### config.mk
export PLATFORM = sky130hd
export DESIGN_NAME = btn_event_decoder
export DESIGN_NICKNAME = d
export VERILOG_FILES = /design/src/rtl/btn_event_pkg.sv /design/src/rtl/btn_channel.sv /design/src/rtl/btn_event_decoder.sv
export SDC_FILE = /design/constraint.sdc
export NUM_CORES = 1
export LEC_CHECK = 0
export ABC_AREA = 1
export CAP_MARGIN = 20
export CORE_ASPECT_RATIO = 0.8
export CORE_MARGIN = 1.5
export CORE_UTILIZATION = 68
export DETAILED_ROUTE_END_ITERATION = 6
export PLACE_DENSITY = 0.88
export SLEW_MARGIN = 15
export SYNTH_ARGS = -nofsm -noshare
export SYNTH_HDL_FRONTEND = slang
export SYNTH_HIERARCHICAL = 1
export SYNTH_SLANG_ARGS = --single-unit
### constraint.sdc
create_clock -name clk -period 3.7 [get_ports clk]
set_clock_uncertainty 0.05 [all_clocks]
set_input_delay 0.74 -clock clk [delete_from_list [all_inputs] [get_ports clk]]
set_output_delay 0.74 -clock clk [all_outputs]
set_load 0.02 [all_outputs]
### src/rtl/btn_event_pkg.sv
// -----------------------------------------------------------------------------
// btn_event_pkg
// Shared definitions for the two-button event decoder:
//   - btn_state_e : per-channel FSM state encoding
//   - default debounce / long-press cycle counts (sized for a 50 MHz clock:
//     20 ms debounce, 1 s long press)
//   - cnt_width() : counter width helper so counters can hold every value
//                   up to and including the parameter without wrapping
// -----------------------------------------------------------------------------
package btn_event_pkg;

  localparam int NUM_BUTTONS               = 2;
  localparam int DEFAULT_DEBOUNCE_CYCLES   = 1_000_000;
  localparam int DEFAULT_LONG_PRESS_CYCLES = 50_000_000;

  typedef enum logic [2:0] {
    IDLE       = 3'd0,
    DB_PRESS   = 3'd1,
    PRESSED    = 3'd2,
    LONG_HELD  = 3'd3,
    DB_RELEASE = 3'd4
  } btn_state_e;

  // One extra bit over $clog2 keeps the counter from ever wrapping,
  // even when the parameter is an exact power of two.
  function automatic int cnt_width(input int cycles);
    return $clog2(cycles) + 1;
  endfunction

endpackage

### src/rtl/btn_channel.sv
// -----------------------------------------------------------------------------
// btn_channel
// One push-button channel: 2-flop synchronizer, debounce FSM, hold counter
// and registered event outputs.
//
// Ports
//   clk        in   system clock
//   reset      in   asynchronous active-low reset
//   i_btn_n    in   raw button, active low (0 = pressed), asynchronous to clk
//   o_press    out  1-cycle pulse on an accepted press
//   o_release  out  1-cycle pulse on an accepted release
//   o_long     out  1-cycle pulse once the press has lasted LONG_PRESS_CYCLES
//   o_held     out  level, 1 while the button is accepted-pressed
//
// Timing with the button held steadily low: the synchronizer costs two edges,
// IDLE->DB_PRESS costs one, and DB_PRESS needs DEBOUNCE_CYCLES further low
// samples, so o_press rises DEBOUNCE_CYCLES+2 edges after the first edge that
// sampled the low level. Release is symmetric.
// -----------------------------------------------------------------------------
module btn_channel
  import btn_event_pkg::*;
#(
  parameter int DEBOUNCE_CYCLES   = DEFAULT_DEBOUNCE_CYCLES,
  parameter int LONG_PRESS_CYCLES = DEFAULT_LONG_PRESS_CYCLES
) (
  input  logic clk,
  input  logic reset,
  input  logic i_btn_n,
  output logic o_press,
  output logic o_release,
  output logic o_long,
  output logic o_held
);

  localparam int DB_W   = cnt_width(DEBOUNCE_CYCLES);
  localparam int HOLD_W = cnt_width(LONG_PRESS_CYCLES);

  localparam logic [DB_W-1:0]   DB_LAST   = DB_W'(DEBOUNCE_CYCLES - 1);
  localparam logic [DB_W-1:0]   DB_ONE    = DB_W'(1);
  localparam logic [HOLD_W-1:0] HOLD_LAST = HOLD_W'(LONG_PRESS_CYCLES - 1);
  localparam logic [HOLD_W-1:0] HOLD_ONE  = HOLD_W'(1);

  // ---------------------------------------------------------------------------
  // Synchronizer: resets to 1 so a reset looks like "released" and a button
  // held through reset has to be debounced again from scratch.
  // ---------------------------------------------------------------------------
  logic r_sync_meta;
  logic r_sync;

  always_ff @(posedge clk or negedge reset) begin
    if (!reset) begin
      r_sync_meta <= 1'b1;
      r_sync      <= 1'b1;
    end else begin
      r_sync_meta <= i_btn_n;
      r_sync      <= r_sync_meta;
    end
  end

  logic w_low;
  assign w_low = ~r_sync;

  // ---------------------------------------------------------------------------
  // Channel FSM with registered outputs
  // ---------------------------------------------------------------------------
  btn_state_e        r_state;
  logic [DB_W-1:0]   r_db_cnt;
  logic [HOLD_W-1:0] r_hold_cnt;
  logic              r_from_long;  // DB_RELEASE was entered from LONG_HELD
  logic              r_press;
  logic              r_release;
  logic              r_long;
  logic              r_held;

  always_ff @(posedge clk or negedge reset) begin
    if (!reset) begin
      r_state     <= IDLE;
      r_db_cnt    <= '0;
      r_hold_cnt  <= '0;
      r_from_long <= 1'b0;
      r_press     <= 1'b0;
      r_release   <= 1'b0;
      r_long      <= 1'b0;
      r_held      <= 1'b0;
    end else begin
      // Event outputs are single-cycle pulses unless set below.
      r_press   <= 1'b0;
      r_release <= 1'b0;
      r_long    <= 1'b0;

      case (r_state)
        IDLE: begin
          if (w_low) begin
            r_state  <= DB_PRESS;
            r_db_cnt <= '0;
          end
        end

        DB_PRESS: begin
          if (!w_low) begin
            r_state <= IDLE;
          end else if (r_db_cnt == DB_LAST) begin
            r_state    <= PRESSED;
            r_press    <= 1'b1;
            r_held     <= 1'b1;
            r_hold_cnt <= '0;
          end else begin
            r_db_cnt <= r_db_cnt + DB_ONE;
          end
        end

        PRESSED: begin
          if (!w_low) begin
            // Hold counter is left untouched so a bounce resumes the count.
            r_state     <= DB_RELEASE;
            r_db_cnt    <= '0;
            r_from_long <= 1'b0;
          end else if (r_hold_cnt == HOLD_LAST) begin
            r_state <= LONG_HELD;
            r_long  <= 1'b1;
          end else begin
            r_hold_cnt <= r_hold_cnt + HOLD_ONE;
          end
        end

        LONG_HELD: begin
          // No way back to PRESSED from here, so the long event is one-shot
          // for the lifetime of the accepted press.
          if (!w_low) begin
            r_state     <= DB_RELEASE;
            r_db_cnt    <= '0;
            r_from_long <= 1'b1;
          end
        end

        DB_RELEASE: begin
          if (w_low) begin
            r_state <= r_from_long ? LONG_HELD : PRESSED;
          end else if (r_db_cnt == DB_LAST) begin
            r_state   <= IDLE;
            r_release <= 1'b1;
            r_held    <= 1'b0;
          end else begin
            r_db_cnt <= r_db_cnt + DB_ONE;
          end
        end

        default: begin
          r_state <= IDLE;
          r_held  <= 1'b0;
        end
      endcase
    end
  end

  assign o_press   = r_press;
  assign o_release = r_release;
  assign o_long    = r_long;
  assign o_held    = r_held;

endmodule

### src/rtl/btn_event_decoder.sv
// -----------------------------------------------------------------------------
// btn_event_decoder
// Two independent active-low push-button channels, each turned into clean
// press / release / long-press pulses plus a held level.
//
// Ports
//   clk          in   [1]  system clock
//   reset        in   [1]  asynchronous active-low reset
//   btn          in   [2]  raw buttons, active low; btn[0]=btn1, btn[1]=btn2
//   btn_press    out  [2]  1-cycle pulse per channel on accepted press
//   btn_release  out  [2]  1-cycle pulse per channel on accepted release
//   btn_long     out  [2]  1-cycle pulse per channel after a long hold
//   btn_held     out  [2]  level per channel while accepted-pressed
//
// DEBOUNCE_CYCLES and LONG_PRESS_CYCLES must both be at least 1.
// -----------------------------------------------------------------------------
module btn_event_decoder
  import btn_event_pkg::*;
#(
  parameter int DEBOUNCE_CYCLES   = DEFAULT_DEBOUNCE_CYCLES,
  parameter int LONG_PRESS_CYCLES = DEFAULT_LONG_PRESS_CYCLES
) (
  input  logic                   clk,
  input  logic                   reset,
  input  logic [NUM_BUTTONS-1:0] btn,
  output logic [NUM_BUTTONS-1:0] btn_press,
  output logic [NUM_BUTTONS-1:0] btn_release,
  output logic [NUM_BUTTONS-1:0] btn_long,
  output logic [NUM_BUTTONS-1:0] btn_held
);

  // All outputs come straight from registers inside each channel.
  genvar gi;
  generate
    for (gi = 0; gi < NUM_BUTTONS; gi++) begin : g_chan
      btn_channel #(
        .DEBOUNCE_CYCLES  (DEBOUNCE_CYCLES),
        .LONG_PRESS_CYCLES(LONG_PRESS_CYCLES)
      ) u_chan (
        .clk      (clk),
        .reset    (reset),
        .i_btn_n  (btn[gi]),
        .o_press  (btn_press[gi]),
        .o_release(btn_release[gi]),
        .o_long   (btn_long[gi]),
        .o_held   (btn_held[gi])
      );
    end
  endgenerate

endmodule

* Yosys cells after proc, flatten, opt, wreduce, memory -nomap -nowiden
Cells that the tools add are included.
** Word-level totals
- Register bits :: 116
- Latch bits :: 0
- RAM bits :: 0
- ROM bits :: 0
- Memories :: 0
** Operators by class
- Add/sub/neg operators :: 4
- Multipliers :: 0
- Divide/modulo/power cells :: 0
- $lt $le $gt $ge :: 0
- Equal/unequal tests :: 38
- Shift operators :: 0
- Muxes and demuxes :: 74
- Bitwise gates (word level) :: 2
- Reductions and logical operators :: 22
** Operators with widths (count)
- $mux W27 :: 8
- $mux W21 :: 10
- $pmux W21 S4 :: 2
- $pmux W27 S2 :: 2
- $add A27 B1 Y27 const B :: 2
- $eq A27 B26 Y1 const B :: 2
- $mux W3 :: 16
- $add A21 B1 Y21 const B :: 2
- $eq A21 B20 Y1 const B :: 2
- $reduce_and A5 Y1 :: 8
- $mux W1 :: 30
- $pmux W3 S5 :: 2
- $ne A2 B1 Y1 const B :: 12
- $ne A2 B2 Y1 const B :: 8
- $eq A3 B2 Y1 const B :: 4
- $ne A3 B1 Y1 const B :: 4
- $reduce_bool A2 Y1 :: 4
- $reduce_bool A4 Y1 :: 2
- $eq A3 B1 Y1 const B :: 2
- $eq A3 B3 Y1 const B :: 2
- $logic_not A3 Y1 :: 2
- $ne A3 B3 Y1 const B :: 2
- $pmux W1 S3 :: 2
- $reduce_and A3 Y1 :: 2
- other kinds (4) :: 8

* Logic depth before layout (Yosys ltp)
- Depth in word-level cells :: 4
- Depth in mapped cells :: 13
- Gate-level depth less buffers :: 11

* Hierarchy
Netlist, hierarchy kept.
** By module, submodules not included
- btn_channel at g_chan[0].u_chan :: times used 1, cells each 558, area each 3807.4 um^2, sequential area each 1453.9 um^2
- btn_channel at g_chan[1].u_chan :: times used 1, cells each 540, area each 3694.8 um^2, sequential area each 1453.9 um^2

* Worst setup path after synthesis
Ideal clock, no wire load.
- Path kind :: flip-flop to flip-flop
- Start :: register g_chan[1].u_chan.r_db_cnt[0]
- End :: register g_chan[1].u_chan.r_hold_cnt[0]
- Setup time :: 0.118 ns
- Arrival :: 1.622 ns
- Data required time :: 3.532 ns
- Path slack :: 1.910 ns
- Cell stages (with the launch flop) :: 13
- Buffers on the path :: 2
- Cell sequence :: dfrtp_1 -> ha_1 -> nand2_2 -> inv_2 -> nand2_2 -> nor2_1 -> nand3_1 -> a21oi_1 -> nand2_2 -> buf_6 -> buf_6 -> nor2_2 -> nor2_2
** Between the ends
- Cells in the longest elaborated chain, start to end :: 3
** Ends and longest elaborated chain
- start: declaration :: RTL line btn_channel.sv:67 : logic [DB_W-1:0] r_db_cnt;
- start signal: assignment :: RTL line btn_channel.sv:108 : r_db_cnt <= r_db_cnt + DB_ONE;
- start signal: assignment :: RTL line btn_channel.sv:144 : r_db_cnt <= r_db_cnt + DB_ONE;
- $eq A21 B20 Y1 :: RTL line btn_channel.sv:102 : end else if (r_db_cnt == DB_LAST) begin
- $ne A2 B1 Y1 (no source line)
- $reduce_and A5 Y1 (no source line)
- end signal: assignment :: RTL line btn_channel.sv:122 : r_hold_cnt <= r_hold_cnt + HOLD_ONE;
- end: declaration :: RTL line btn_channel.sv:68 : logic [HOLD_W-1:0] r_hold_cnt;
Every way passes these cells.
A chain may end at the register's enable or synchronous reset.

* Worst setup path in the final report
- Start :: register g_chan[1].u_chan.r_db_cnt[0]
- End :: register g_chan[1].u_chan.r_hold_cnt[10]
The elaborated chain is that of the path after synthesis.

==> qor.txt <==
Fmax: 424 MHz
CTS buffer count: 17
Initial antenna violation count: 0
CP max stage delay: 440 ps
Via Count: 7037
Site Rows: 34
Largest net degree at the start of global routing: 48
Synth Area in Compound Gates: 0.0522
Total negative slack: 0 ps
DRT Pass-1 Iters: 7
Regs by FF count: g_chan.u_chan/r_hold_cnt: 54 flops, g_chan.u_chan/r_db_cnt: 42 flops, g_chan.u_chan/r_state: 6 flops
FFs w/ async S/R, synth: 1.00
Top Layer Used: met4
Post-Synth XOR/XNOR Area: 0.0595
Die area: 0.0117 mm^2
Worst skew pair latency: 420 ps
WL final: 17200 um
Number of max-cap violations: 0
Synth Area in Simple Gates: 0.424
Count of different cell masters after synthesis: 37
TritonCTS clock tree: yes
Synth-to-layout area growth: 10.4%
Chip Width: 120 um
Finished Layout Cells: 1266
Worst-Margin Slew: 675 ps
Final HPWL DP: 11500 um
IO Pins: 12
Post_cts resized: 0
RSZ-0062 raised after global routing: false
Total grt overflow: 0
Root buffer cell: clkbuf_16
Wirelength per Cell: 13.6 um
Syn_area_per_cell: 6.83 um^2
# hold bufs at CTS: 0
Status: complete, no violations
Net Count, Synth: 1106
Reg2Reg Depth: 10
Share of post-route cells with drive strength above 1: 0.0900
Req. time, crit path: 3910 ps
Maximum fanout along the worst path: 39
Yosys reg bits: 116
P_leak: 3.83 nW
Critical-path top delay cell: dfrtp_1
Period utilisation layout: 0.638
Slew Limit Fails: 0
Number of flip-flops in the largest register: 54
CTS max path bufs: 2
GRT Total Usage: 0.316
Overall power: 4.28 mW
RR Startpoint: g_chan[1].u_chan/r_db_cnt[0]
Flop2flop setup slack: 1340 ps
Met3 WL: 990 um
Crit-path most repeated cell: nand2_2
Antenna diode count: 0
Relative slew slack: 0.548
Starting DRT DRC Count: 741
Reg-to-reg endpoint: g_chan[1].u_chan/r_hold_cnt[10]
DR vias/cell: 5.56
# H-tree levels: 4
Main combinational cell family by area after synthesis: simple AND/OR/NAND/NOR gates
Clk slew on worst S/H paths: 50 ps
DIE HEIGHT: 96.9 um
M1 wire length: 8280 um
First-pass GRT wire length: 30100 um
Port-buffer cells: 11
Filler Cells Inserted: 802
Worst setup margin: 1340 ps
Drc violations: 0
WP data arrival: 2570 ps
Gp weighted congestion: 0.903
Initial Util: 0.694
Placed instance count: 1234
Antenna-violating nets left: 0
Critical-path cell list: ha_1 -> nand2_2 -> inv_2 -> nand2_2 -> nor2_1 -> nand3_1 -> a21oi_1 -> nand2_2 -> nand2_1 -> o21ai_0
WL met2: 7750 um
Setup Fix Bufs, Post-CTS: 0
Mapped Cells: 1098
Clock sinks: 116
PwrDens: 517 mW/mm^2
Post-synthesis adder-cell area fraction: 0.00667
Synthesized area: 0.00750 mm^2
Vias in the first global route: 6481
CP Capture Type: flip-flop
YS warnings: 6
Register area: 0.00291 mm^2
Multi-input gate area: 0.00407 mm^2
VDD IR max: 0.621 mV
Post-synth EDFFs: 0
Seq/Total Area, Yosys: 0.388
Min-delay worst type: in2async
Crit path time final: 2360 ps
Final setup violation count: 0
Final hold violations: 0
Main flop type after synthesis: dfrtp_1
Multiplexer share of the synthesized area: 0
Crit Path Category: reg2reg
Worst Setup Start Kind: flip-flop
Most flop-heavy register: g_chan.u_chan/r_hold_cnt
Pre-CTS WS: 1370 ps
Core area: 0.0108 mm^2
NumNets Final: 1117
worst max-delay path by stage:
stage | end | slack, ps | start
final | g_chan[1].u_chan/r_hold_cnt[10] | 1340 | g_chan[1].u_chan/r_db_cnt[0]
after global routing | g_chan[1].u_chan/r_hold_cnt[6] | 1110 | g_chan[1].u_chan/r_db_cnt[0]
after global placement | g_chan[1].u_chan/r_hold_cnt[11] | 1480 | g_chan[1].u_chan/r_db_cnt[0]
after CTS | g_chan[1].u_chan/r_hold_cnt[10] | 1350 | g_chan[1].u_chan/r_db_cnt[0]
after floorplan | g_chan[1].u_chan/r_hold_cnt[0] | 1910 | g_chan[1].u_chan/r_db_cnt[0]
after detailed placement | g_chan[1].u_chan/r_hold_cnt[8] | 1370 | g_chan[1].u_chan/r_db_cnt[0]
layout make-up:
| cell class | count | share of cell area |
|---|---|---|
| clock buffer | 18 | 0.0518 |
| multi-input combinational | 858 | 0.491 |
| inverter | 102 | 0.0462 |
| tap | 144 | 0.0217 |
| sequential | 116 | 0.351 |
| clock inverter | 14 | 0.0225 |
| timing repair buffer | 14 | 0.0157 |
cell usage in the layout, fill, tap and decap left out, types with 2 or more instances in the layout:
cell / Yosys / final
nand2_1: 385 / 385
nor2_1: 150 / 150
dfrtp_1: 112 / 112
inv_1: 92 / 92
nand3_1: 84 / 84
o21ai_0: 37 / 37
nand4_1: 35 / 35
xor2_1: 34 / 34
nor3_1: 22 / 22
nand2_2: 20 / 20
o21ai_1: 18 / 18
clkbuf_16: 0 / 17
xnor2_1: 17 / 17
nor2_2: 13 / 13
inv_2: 10 / 10
clkdlybuf4s50_1: 0 / 10
nand3b_1: 8 / 8
a21oi_1: 6 / 6
clkinvlp_4: 0 / 5
bufinv_16: 0 / 4
clkinv_2: 0 / 4
ha_1: 4 / 4
buf_4: 3 / 4
dfstp_2: 4 / 4
nor2_4: 3 / 3
nand3_2: 3 / 3
or2_2: 3 / 3
a31o_2: 3 / 3
nand3_4: 2 / 2
nand2_4: 2 / 2
a31oi_1: 2 / 2
critical path, delay by kind of cell, from the launching register on:
family                     cells  cell delay (ps)
and+or+nand+nor                6             1070
DFF                            1              440
buffers and inverters          1               70
AOI/OAI and AO/OA              2              290
adders and majority gates      1              270
synthesized netlist by cell type (all sizes together) (4+ instances only):
cell type,instances,area (um^2)
xnor2,17,149
nor3,23,120
nand4,35,219
nand3,89,485
dfstp,4,105
buf,19,131
dfrtp,112,2800
nand3b,8,60.1
or2,4,25.0
ha,4,50.1
xor2,34,298
o21ai,56,284
nand2,407,1590
inv,102,383
a21oi,7,46.3
nor2,166,678
kinds of logic (layout without fill, tap and decap cells):
family,after synthesis,count (layout)
adders and majority gates,4,4
AOI/OAI and AO/OA,71,71
buffers and inverters,124,148
and+or+nand+nor,732,732
xor gates and xnor gates,51,51
DFF,116,116
metal layers:
metal	track usage	vias up
li1	-	3513
met1	0.463	3252
met2	0.482	246
met3	0.0537	26
met4	0.0941	0
met5	0	-
power breakdown:
part / internal (mW) / switching (mW) / total, mW
registers: 1.35 / 0.0818 / 1.44
logic: 0.259 / 0.876 / 1.13
clock network: 1.12 / 0.591 / 1.71
total: 2.73 / 1.55 / 4.28
stage by stage:
| step | hold slack (ps) | area (um^2) | utilization |
|---|---|---|---|
| after CTS | 300 | 8290 | 0.767 |
| after global placement | 296 | 7670 | 0.710 |
| after detailed placement | 297 | 7670 | 0.710 |
| after floorplan | 295 | 7500 | - |
| final | 282 | 8290 | 0.767 |
| after global routing | 308 | 8290 | 0.767 |
Power figures use the tool's default switching activity.
==> RTL change: new RTL, config.mk and constraints unchanged <==
Set the package constant `DEFAULT_LONG_PRESS_CYCLES` to 100_000_000 (it was 50_000_000).
--- a/src/rtl/btn_event_pkg.sv
+++ b/src/rtl/btn_event_pkg.sv
@@ -12,5 +12,5 @@
   localparam int NUM_BUTTONS               = 2;
   localparam int DEFAULT_DEBOUNCE_CYCLES   = 1_000_000;
-  localparam int DEFAULT_LONG_PRESS_CYCLES = 50_000_000;
+  localparam int DEFAULT_LONG_PRESS_CYCLES = 100_000_000;
 
   typedef enum logic [2:0] {
Check against the original RTL: no difference found for any inputs over 4 cycles, from zero or initial values and one cycle with reset low; that may be too few to reach the edited logic, so the function may still have changed.
==> RTL change against the unedited design <==
- the run now ends with design-rule violations left
- total power fell by 1.3%
- design area is 2.9% higher
- wire length is 6.2% higher
- setup slack improved by 0.11 ns
- critical path depth is 1 higher
- sequential cell count increased by 2
- synthesized area up 4.4%
==> RTL change: results <==
metrics = {
    "place": {
        "place_congestion": 0.960,
        "place_ws_ns": 1.55,
        "place_area_mm2": 0.00796,
        "dpl.hpwl_um": 12100,
        "place_inst": 1276,
    },
    "critical_path": {
        "crit_arrival_ns": 2.55,
        "cp_max_fo": 28,
        "start_kind": "flop",
        "r2r_cells": 11,
        "timing.rr.start": "g_chan[0].u_chan/r_hold_cnt[0]",
    },
    "clock_network": {
        "cts_buffer_depth": 2,
        "cts.clk_slew.worst_paths_ns": 0.05,
        "cts_root_buffer": "clkbuf_16",
        "h-tree-depth": 4,
    },
    "status": {
        "outcome": "complete, but fails checks",
        "violations": "design-rule violations",
    },
    "synth": {
        "seq_area_frac_synth_pct": 37.8,
        "ys_types": 43,
        "yosys-top-cells-area": "dfrtp_1 (36%), nand2_1 (20%), nor2_1 (8.2%)",
        "synth.avg_cell_area_um2": 6.84,
        "synth_common_cells": "nand2_1 (418), nor2_1 (171), dfrtp_1 (114), nand3_1 (83), inv_1 (77)",
        "postSynth.asyncResetShare_pct": 100,
    },
    "finish": {
        "fin_nets": 1159,
        "layout-drive-gt1-share_pct": 10.1,
        "diodes": 0,
        "reg.largest.list": "g_chan.u_chan/r_hold_cnt x56, g_chan.u_chan/r_db_cnt x42, g_chan.u_chan/r_state x6",
    },
    "route": {
        "vias": 7441,
        "remaining_drc_errors": 28,
        "drt_iter0_markers": 881,
        "wl_per_cell_um": 14.0,
        "viasPerCell": 5.69,
    },
    "grt": {
        "grt_first_pass_wirelength_um": 31000,
        "grt_max_degree": 65,
        "grt_pass1_vias": 6713,
        "antenna_found_initial": 0,
        "grt_usage_pct": 31.8,
    },
    "power_and_ir_drop": {
        "p_leak_nw": 3.94,
        "peakVddDrop_v": 0.000362,
        "p_switching_mw": 1.62,
    },
    "timing": {
        "worst_slew_pin_slew_ns": 0.710,
    },
    "min_path": {
        "hold_class": "reg -> reg",
        "min_from": "g_chan[1].u_chan/r_sync_meta",
    },
}
==> RTL change: metal layers <==
metal	track usage, %	part of all wire (%)
met1	45.6	46
met2	48.8	45
met3	5.96	7.3
met4	10.1	1.5
met5	0	0
==> RTL change: path summary, 6_finish.rpt <==
kind	endpoint	slack (ns)
hold / removal	g_chan[1].u_chan/r_sync	0.30
setup reg to reg	g_chan[0].u_chan/r_hold_cnt[0]	1.45
min in group asynchronous	g_chan[0].u_chan/r_hold_cnt[18]	0.32
hold reg to reg	g_chan[1].u_chan/r_sync	0.30
setup / recovery	g_chan[0].u_chan/r_hold_cnt[0]	1.45
max in group asynchronous	g_chan[0].u_chan/r_sync	2.48
==> RTL change: worst max-delay path: stages (launching register included) <==
cell	delay, ns
dfrtp_1	0.48
ha_1	0.23
nand2_1	0.09
nor2_2	0.13
nand2_2	0.16
nor2_1	0.13
nand2_1	0.07
nand2_1	0.09
nand2_2	0.20
nand2_4	0.34
nand2_1	0.13
nand2_1	0.09
==> RTL change: cell type report <==
type                    instances  area (um^2)
inverters                      90          340
well taps                     144          180
repair buffers                 12          128
fillers                       807         2540
multi-input cells             912         4360
clock buffers                  21          460
clock inverters                11          101
flip-flops and latches        118         2960
==> RTL change: cell families (layout without fill, tap and decap cells) <==
family / Yosys count / after routing / synth area share, %
DFF: 118 / 118 / 37.8
buffers and inverters: 115 / 134 / 6.58
adders and majority gates: 4 / 4 / 0.639
and+or+nand+nor: 798 / 798 / 44.9
xor gates and xnor gates: 52 / 52 / 5.82
AOI/OAI and AO/OA: 58 / 58 / 4.27
==> RTL change: power by group through the flow <==
| stage | Combinational (mW) | Sequential, mW | Clock (mW) |
|---|---|---|---|
| final | 1.21 | 1.45 | 1.57 |
| after global placement | 1.15 | 1.47 | 0 |
| after CTS | 1.19 | 1.45 | 1.59 |
| after global routing | 1.33 | 1.46 | 1.66 |
| after detailed placement | 1.18 | 1.47 | 0 |
| after floorplan | 1.05 | 1.46 | 0 |
